===== src/rtl/msb_fall_logger_pkg.sv =====
// Shared widths, the event payload type and helpers for the MSB fall logger.
// Optional MSB_FALL_LOGGER_DROP_CNT_EN adds a saturating drop counter to the top.
package msb_fall_logger_pkg;

    localparam int unsigned CNT_W_DEF = 4;
    localparam int unsigned TS_W_DEF  = 16;
    localparam int unsigned SEQ_W_DEF = 8;
    localparam int unsigned DEPTH_DEF = 4;
    localparam int unsigned DROP_W    = 8;

    typedef struct packed {
        logic [TS_W_DEF-1:0]  ts;
        logic [SEQ_W_DEF-1:0] seq;
    } ev_t;

    // Occupancy needs one bit more than the pointer index to represent DEPTH itself
    function automatic int unsigned lvl_w(input int unsigned depth);
        return $clog2(depth) + 1;
    endfunction

endpackage


===== src/rtl/msb_fall_fifo.sv =====
// DEPTH-entry synchronous FIFO of event records; all status and head outputs are flops.
// Built identically with or without MSB_FALL_LOGGER_DROP_CNT_EN.
module msb_fall_fifo
    import msb_fall_logger_pkg::*;
#(
    parameter type         T     = ev_t,
    parameter int unsigned DEPTH = DEPTH_DEF,
    localparam int unsigned AW   = $clog2(DEPTH),
    localparam int unsigned PW   = AW + 1,
    localparam int unsigned LW   = lvl_w(DEPTH)
) (
    input  logic          clk,
    input  logic          rst_n,
    input  logic          push_i,
    input  T              data_i,
    input  logic          pop_i,
    output T              data_o,
    output logic          full_o,
    output logic          empty_o,
    output logic [LW-1:0] level_o
);

    T              mem_q [DEPTH];
    T              mem_d [DEPTH];
    T              head_q, head_d;
    logic [PW-1:0] wr_q, wr_d, rd_q, rd_d;
    logic [LW-1:0] level_q, level_d;
    logic          full_q, full_d, empty_q, empty_d;
    logic          do_push, do_pop;

    // Next-state: pointers carry an extra wrap bit to tell full from empty
    always_comb begin
        mem_d   = mem_q;
        wr_d    = wr_q;
        rd_d    = rd_q;
        do_pop  = pop_i & ~empty_q;
        do_push = push_i & (~full_q | do_pop);
        if (do_push) begin
            mem_d[wr_q[AW-1:0]] = data_i;
            wr_d                = wr_q + PW'(1);
        end
        if (do_pop) begin
            rd_d = rd_q + PW'(1);
        end
        level_d = LW'(wr_d - rd_d);
        empty_d = (wr_d == rd_d);
        full_d  = (wr_d[AW] != rd_d[AW]) && (wr_d[AW-1:0] == rd_d[AW-1:0]);
        head_d  = mem_d[rd_d[AW-1:0]];
    end

    always_ff @(posedge clk or negedge rst_n) begin
        if (!rst_n) begin
            for (int i = 0; i < int'(DEPTH); i++) begin
                mem_q[i] <= '0;
            end
            wr_q    <= '0;
            rd_q    <= '0;
            level_q <= '0;
            full_q  <= 1'b0;
            empty_q <= 1'b1;
            head_q  <= '0;
        end else begin
            mem_q   <= mem_d;
            wr_q    <= wr_d;
            rd_q    <= rd_d;
            level_q <= level_d;
            full_q  <= full_d;
            empty_q <= empty_d;
            head_q  <= head_d;
        end
    end

    assign data_o  = head_q;
    assign full_o  = full_q;
    assign empty_o = empty_q;
    assign level_o = level_q;

endmodule


===== src/rtl/msb_fall_logger.sv =====
// Logs a timestamp and sequence number each time the watched counter MSB falls.
// Define MSB_FALL_LOGGER_DROP_CNT_EN to add the saturating drop_cnt output.
module msb_fall_logger
    import msb_fall_logger_pkg::*;
#(
    parameter int unsigned CNT_W = CNT_W_DEF,
    parameter int unsigned TS_W  = TS_W_DEF,
    parameter int unsigned SEQ_W = SEQ_W_DEF,
    parameter int unsigned DEPTH = DEPTH_DEF,
    localparam int unsigned LW   = lvl_w(DEPTH)
) (
    input  logic             clk,
    input  logic             rst_n,
    input  logic             en,
    input  logic [CNT_W-1:0] cnt_i,
    output logic             ev_valid,
    input  logic             ev_ready,
    output logic [TS_W-1:0]  ev_ts,
    output logic [SEQ_W-1:0] ev_seq,
    output logic [LW-1:0]    level,
    output logic             ovf
`ifdef MSB_FALL_LOGGER_DROP_CNT_EN
    ,
    output logic [DROP_W-1:0] drop_cnt
`endif
);

    typedef struct packed {
        logic [TS_W-1:0]  ts;
        logic [SEQ_W-1:0] seq;
    } ev_w_t;

    logic             msb_q, msb_d;
    logic [TS_W-1:0]  ts_q, ts_d;
    logic [SEQ_W-1:0] seq_q, seq_d;
    logic             ovf_q, ovf_d;
    logic             fall_c, pop_c, push_c, drop_c;
    logic             fifo_full, fifo_empty;
    ev_w_t            push_data, head;
    logic [CNT_W-2:0] cnt_unused;
`ifdef MSB_FALL_LOGGER_DROP_CNT_EN
    logic [DROP_W-1:0] drop_cnt_q, drop_cnt_d;
`endif

    // Only the MSB of the upstream counter matters here
    assign cnt_unused = cnt_i[CNT_W-2:0];

    // A push into a full FIFO survives only if the head leaves in the same cycle
    always_comb begin
        msb_d     = cnt_i[CNT_W-1];
        ts_d      = ts_q + TS_W'(1);
        seq_d     = seq_q;
        ovf_d     = ovf_q;
        fall_c    = msb_q & ~cnt_i[CNT_W-1] & en;
        pop_c     = ~fifo_empty & ev_ready;
        push_c    = fall_c & (~fifo_full | pop_c);
        drop_c    = fall_c & fifo_full & ~pop_c;
        push_data = '{ts: ts_q, seq: seq_q};
        if (push_c) begin
            seq_d = seq_q + SEQ_W'(1);
        end
        if (drop_c) begin
            ovf_d = 1'b1;
        end
    end

`ifdef MSB_FALL_LOGGER_DROP_CNT_EN
    always_comb begin
        drop_cnt_d = drop_cnt_q;
        if (drop_c && (drop_cnt_q != {DROP_W{1'b1}})) begin
            drop_cnt_d = drop_cnt_q + DROP_W'(1);
        end
    end
`endif

    always_ff @(posedge clk or negedge rst_n) begin
        if (!rst_n) begin
            msb_q <= 1'b0;
            ts_q  <= '0;
            seq_q <= '0;
            ovf_q <= 1'b0;
        end else begin
            msb_q <= msb_d;
            ts_q  <= ts_d;
            seq_q <= seq_d;
            ovf_q <= ovf_d;
        end
    end

`ifdef MSB_FALL_LOGGER_DROP_CNT_EN
    always_ff @(posedge clk or negedge rst_n) begin
        if (!rst_n) begin
            drop_cnt_q <= '0;
        end else begin
            drop_cnt_q <= drop_cnt_d;
        end
    end

    assign drop_cnt = drop_cnt_q;
`endif

    msb_fall_fifo #(
        .T     (ev_w_t),
        .DEPTH (DEPTH)
    ) u_fifo (
        .clk     (clk),
        .rst_n   (rst_n),
        .push_i  (push_c),
        .data_i  (push_data),
        .pop_i   (pop_c),
        .data_o  (head),
        .full_o  (fifo_full),
        .empty_o (fifo_empty),
        .level_o (level)
    );

    assign ev_valid = ~fifo_empty;
    assign ev_ts    = head.ts;
    assign ev_seq   = head.seq;
    assign ovf      = ovf_q;

endmodule


===== config.mk =====
export PLATFORM = sky130hd
export DESIGN_NAME = msb_fall_logger
export DESIGN_NICKNAME = d
export VERILOG_FILES = /design/src/rtl/msb_fall_logger_pkg.sv /design/src/rtl/msb_fall_fifo.sv /design/src/rtl/msb_fall_logger.sv
export SDC_FILE = /design/constraint.sdc
export NUM_CORES = 1
export LEC_CHECK = 0
export CAP_MARGIN = 20
export CELL_PAD_IN_SITES_DETAIL_PLACEMENT = 2
export CELL_PAD_IN_SITES_GLOBAL_PLACEMENT = 2
export CORE_MARGIN = 8
export CORE_UTILIZATION = 41
export CTS_CLUSTER_SIZE = 30
export DETAILED_ROUTE_END_ITERATION = 10
export PLACE_DENSITY_LB_ADDON = 0.1
export RECOVER_POWER = 50
export SYNTH_ARGS = -nofsm -noshare
export SYNTH_HDL_FRONTEND = slang
export SYNTH_HIERARCHICAL = 1
export SYNTH_SLANG_ARGS = --single-unit

===== constraint.sdc =====
create_clock -name clk -period 2.78 [get_ports clk]
set_input_delay 0.417 -clock clk [delete_from_list [all_inputs] [get_ports clk]]
set_output_delay 0.417 -clock clk [all_outputs]
set_load 0.01 [all_outputs]

Yosys cells after proc, flatten, opt, wreduce, memory -nomap -nowiden:

Cells that the tools add are included.

* add/sub/neg operators: 5
* multiply operators: 0
* div/mod/pow operators: 0
* order comparisons: 3
* eq/ne operators: 3
* shifts and indexed selects: 0
* muxes and demuxes: 9
* bitwise logic cells: 16
* reduce and logical (&&, ||, !) cells: 2

Operators with widths (count)
* 96-bit bitwise mux: 1
* 96-bit 2-to-1 mux: 1
* 24-bit 2-to-1 mux: 3
* 24-bit binary-select mux with 2-bit select: 1
* 24-bit demux with 2-bit select: 1
* 16-bit by 1-bit adder with 16-bit output, second input constant: 1
* 8-bit by 1-bit adder with 8-bit output, second input constant: 1
* 1-bit AND: 8
* 3-bit by 1-bit adder with 3-bit output, second input constant: 2
* 3-bit greater-or-equal comparator, second input constant: 2
* 3-bit 2-to-1 mux: 2
* 2-bit inverter with 3-bit output: 2
* 1-bit inverter: 4
* 3-bit equality test: 1
* 3-bit by 1-bit less-than comparator with 1-bit output, second input constant: 1
* 3-bit subtractor: 1
* 2-bit equality test: 1
* 1-bit logical AND: 2
* 1-bit OR: 2
* 1-bit inequality test: 1

* register bits after elaboration: 157
* bits in latches: 0
* bits in writable memories: 0
* memory bits (read-only): 0
* input port bits: 8
* output and inout port bits: 29
* word-level logic and storage cells: 57
* memories kept: 0

Longest topological paths before layout:

* depth in word-level cells: 10
* depth in mapped cells: 12
* depth with buffers taken out: 10

Cells and area by module:

The synthesis kept the hierarchy.

Modules (own cells, without submodules)
* msb_fall_fifo: instances 1, cells each 558, area each 6419.9 µm², sequential area each 3279.4 µm²
* msb_fall_logger: instances 1, cells each 97, area each 1182.4 µm², sequential area each 650.6 µm²

Worst setup path before layout:

No wires, ideal clock.

* path type: reg2reg
* from: register u_fifo.empty_q (netlist: u_fifo/empty_o)
* to: register u_fifo.level_q[2] (netlist: u_fifo/level_o[2])
* setup time: 0.123 ns
* arrival time: 2.350 ns
* required time: 2.657 ns
* slack: 0.307 ns
* stages on the path, launching flop included: 11
* path buffers: 2
* clock period less this slack: 2.473 ns
* path through: dfstp_2 nand2b_4 buf_6 inv_1 nand2b_2 nand2_1 buf_2 nand2_1 mux2_2 fa_1 xnor2_1

* cells in the longest elaborated chain, start to end: 7
* elaborated cells between the ends (all ways): 10
* classes of those cells: add/sub (1); mux (2); bitwise (7)

RTL lines
* start, declared: RTL line msb_fall_fifo.sv:28 `logic full_q, full_d, empty_q, empty_d;`
* start signal, assigned: RTL line msb_fall_fifo.sv:68 `empty_q <= empty_d;`
* 1-bit inverter *: RTL line msb_fall_logger.sv:55 `pop_c = ~fifo_empty & ev_ready;`
* 1-bit AND *: RTL line msb_fall_logger.sv:55
* via pop_c: RTL line msb_fall_logger.sv:37 `logic fall_c, pop_c, push_c, drop_c;`
* 1-bit OR or 1-bit AND (tied branches): RTL line msb_fall_logger.sv:56, msb_fall_fifo.sv:36
* 1-bit AND or 1-bit OR (tied branches): RTL line msb_fall_logger.sv:56, msb_fall_fifo.sv:37
* 1-bit AND *: RTL line msb_fall_fifo.sv:37 `do_push = push_i & (~full_q | do_pop);`
* 3-bit 2-to-1 mux *: RTL line msb_fall_fifo.sv:38 `if (do_push) begin`
* via u_fifo.wr_d[1]: RTL line msb_fall_fifo.sv:26 `logic [PW-1:0] wr_q, wr_d, rd_q, rd_d;`
* 3-bit subtractor *: RTL line msb_fall_fifo.sv:45 `level_d = LW'(wr_d - rd_d);`
* via u_fifo.level_d[2]: RTL line msb_fall_fifo.sv:27 `logic [LW-1:0] level_q, level_d;`
* end signal, assigned: RTL line msb_fall_fifo.sv:66 `level_q <= level_d;`
* end, declared: RTL line msb_fall_fifo.sv:27

Mark *: on every way through the listed nets, which the timed path passes. The rest lies on a longest branch.
A chain may end at the register's enable or synchronous reset.

==> impl_metrics.ini <==
[layout]
layout_common_cells = dfrtp_1 (156), and3_1 (96), a22o_1 (96), a221oi_1 (96), clkdlybuf4s50_1 (31)
final_util_pct = 47.7
num_antenna_cells = 0
nFillCells = 1826
area.growth.synth_to_final_pct = 15.8
multiInputGateArea_um2 = 3320
stdcell_area_um2 = 8810
layout_commonest_cell = dfrtp_1
regArea_um2 = 3930
drive_gt1_share_pct = 10.9
nNetsFinal = 687

[yosys]
synthMuxAreaShare_pct = 0.296
synth_xor_area_share_pct = 3.41
yosysSeqAreaShare_pct = 51.7
synth_fa_ha_area_share_pct = 1.74
ys_ff_latch = 157
syn_inst = 655
synth_warnings = 6
synthSimpleGateAreaFrac_pct = 13.7
syn_nets = 673
syn_area_um2 = 7600
avgSynthCellArea_um2 = 11.6
ys_types = 40
synth_top_family_by_area = compound AO/OA/AOI/OAI gates
synth_compound_area_share_pct = 24.4

[critical_path]
cp_cell_sequence = nand2b_4 -> inv_1 -> and2b_4 -> o211ai_4 -> buf_4 -> a221oi_1 -> nor4_1
crit_fanout = 20
crit_path_max_incr_delay_ns = 0.61
crit_buf_inv = 2
path_delay_family = simple AND/OR/NAND/NOR gates
worst-endpoint-required_ns = 3.08
crit_slowest_cell = dfstp_2
end_kind = flop
arrival_ns = 2.87
cp-start-kind = flop
critical_path_class = flop to flop

[detailed_routing]
routed.top_layer = met4
dr.pass1.iters = 5
wirelength_mm = 24.1
wire_per_inst_um = 26.3
wl_met3_um = 720
drtAntennaViolNets = 0
via_per_inst = 6.55
dr_total_vias = 6002
route.detailed.drc = 0
drt_iter0_drc = 403
dr_wl_met2_mm = 12.2
met1Wirelength_mm = 10.9

[global_route]
track_usage_pct = 21.4
grt_pass1_vias = 6749
grt_max_degree = 113
antenna_found_initial = 0
grt_overflow_total = 0
grt_pass1_wl_mm = 39.3

[die]
fp.dieW_um = 152
die_area_um2 = 23200
coreArea_um2 = 18500
die_h_um = 152
rows = 50
pin_count = 37
initial_core_util_pct = 41.2

[timing]
layout_min_cycle_time_ns = 2.57
worst_pin_slew_ns = 1.82
final.period_utilization_pct = 92.5
max-slew-margin-rel_pct = -21.2
finalSetupViolations = 0
drv_slew = 66
fin_tns_setup_ns = 0
fmax_ghz = 0.389
clock_skew_ns = 0.0122
hold_viol = 0
rsz0062_at_grt = no

[clocking]
clk_pin_slew_ns = 0.07
cts_sinks = 157
cts_hold_buf = 0
clockRootBuffer = clkbuf_16
post-cts-setup-buffer-count = 0
clockBufferDepth = 2
numCtsBuffers = 17
cts_tree = yes
ctsResizeCount = 0
htreeDepth = 4
clk_latency_ns = 0.43

[job]
maxCapViolCount = 1

[min_path]
hold_path.class = input pin to async pin

[power]
p_leak_nw = 4.19
ir_worst_vdd_mv = 0.497
power_mw = 9.10
power_density_nw_per_um2 = 1030

[outcome]
status = complete, but fails checks
violations = capacitance limit, slew limit

[placed_design]
postPlaceCellArea_um2 = 8300
hpwl_mm = 13.9
port_buffers = 33
gp_congestion = 0.702
==> synth_stat cells (all sizes together) <==
master	number	area share [%]
a2111oi	4	0.66
a211oi	2	0.20
a21oi	1	0.12
a221oi	96	11
a22o	96	11
a22oi	2	0.33
a31oi	2	0.33
and2b	1	0.13
and3	96	7.9
and4b	1	0.13
buf	38	2.6
clkbuf	31	1.5
dfrtp	156	51
dfstp	1	0.35
fa	1	0.26
ha	9	1.5
inv	13	0.64
mux2	2	0.30
nand2	13	0.64
nand2b	2	0.30
nand3	8	0.53
nand3b	2	0.36
nand4	4	0.53
nor2	5	0.25
nor2b	2	0.16
nor3	4	0.26
nor3b	1	0.099
nor4	28	2.3
nor4bb	1	0.13
o211ai	4	0.53
o21bai	1	0.099
xnor2	10	1.2
xnor3	1	0.30
xor2	17	2.0
==> final cells by class <==
class,instances,area share (%)
Clock buffer,23,5.43
Clock inverter,9,0.725
Inverter,13,0.554
Multi-Input combinational cell,416,37.7
Sequential cell,157,44.6
Tap cell,234,3.32
Timing Repair Buffer,64,7.60
==> report_power, final <==
| part | leakage (nW) | switching [mW] | internal [mW] |
|---|---|---|---|
| combinational | 1.88 | 2.10 | 1.59 |
| sequential | 2.06 | 0.390 | 2.86 |
| clock | 0.247 | 0.950 | 1.21 |
| total | 4.19 | 3.44 | 5.66 |
==> cells by family after synthesis <==
family,Yosys count
simple gates,168
xor+xnor,28
flops,157
buf+inv,82
compound gates,208
mux,2
fa+ha+maj,10
==> metrics by stage <==
stage          hold slack (ns)  setup WS, ns  cells
6_report                 0.472         0.208    916
5_1_grt                  0.516        0.0490    916
4_1_cts                 0.0163         0.165    916
3_5_place_dp             0.480        0.0283    884
3_3_place_gp             0.464         0.119    884
2_1_floorplan            0.121         0.307    655
==> path summary, 6_finish.rpt <==
| kind | from | endpoint | slack (ns) | cells after the start |
|---|---|---|---|---|
| max | u_fifo/empty_o$_DFF_PN1_ | u_fifo/data_o[8]$_DFF_PN0_ | 0.21 | 7 |
| min | rst_n | u_fifo/data_o[3]$_DFF_PN0_ | 0.47 | 1 |
| max reg2reg | u_fifo/empty_o$_DFF_PN1_ | u_fifo/data_o[8]$_DFF_PN0_ | 0.21 | 7 |
| min reg2reg | u_fifo/rd_q[2]$_DFF_PN0_ | u_fifo/rd_q[2]$_DFF_PN0_ | 0.49 | 1 |
| max in group asynchronous | rst_n | u_fifo/data_o[8]$_DFF_PN0_ | 0.61 | 2 |
| min in group clk | u_fifo/rd_q[2]$_DFF_PN0_ | u_fifo/rd_q[2]$_DFF_PN0_ | 0.49 | 1 |
==> metal layers <==
layer	vias to the layer above	global-route usage [%]
li1	2639	-
met5	-	0
met1	3247	27.2
met3	17	4.03
met2	99	36.4
met4	0	6.62
==> sequential cells by signal (all words and copies together) (netlist names) <==
register / cells
msb_q: 1
ovf: 1
seq_q: 8
ts_q: 16
u_fifo/data_o: 24
u_fifo/empty_o: 1
u_fifo/full_o: 1
u_fifo/level_o: 3
u_fifo/mem_q: 96
u_fifo/rd_q: 3
u_fifo/wr_q: 3
==> worst register-to-register path, cell delays in order (launching register included) <==
cell and delay [ns]:
dfstp_2 0.61, nand2b_4 0.25, inv_1 0.15, and2b_4 0.24
o211ai_4 0.32, buf_4 0.35, a221oi_1 0.17, nor4_1 0.36
Note: power is estimated with default switching activity, not from simulation.
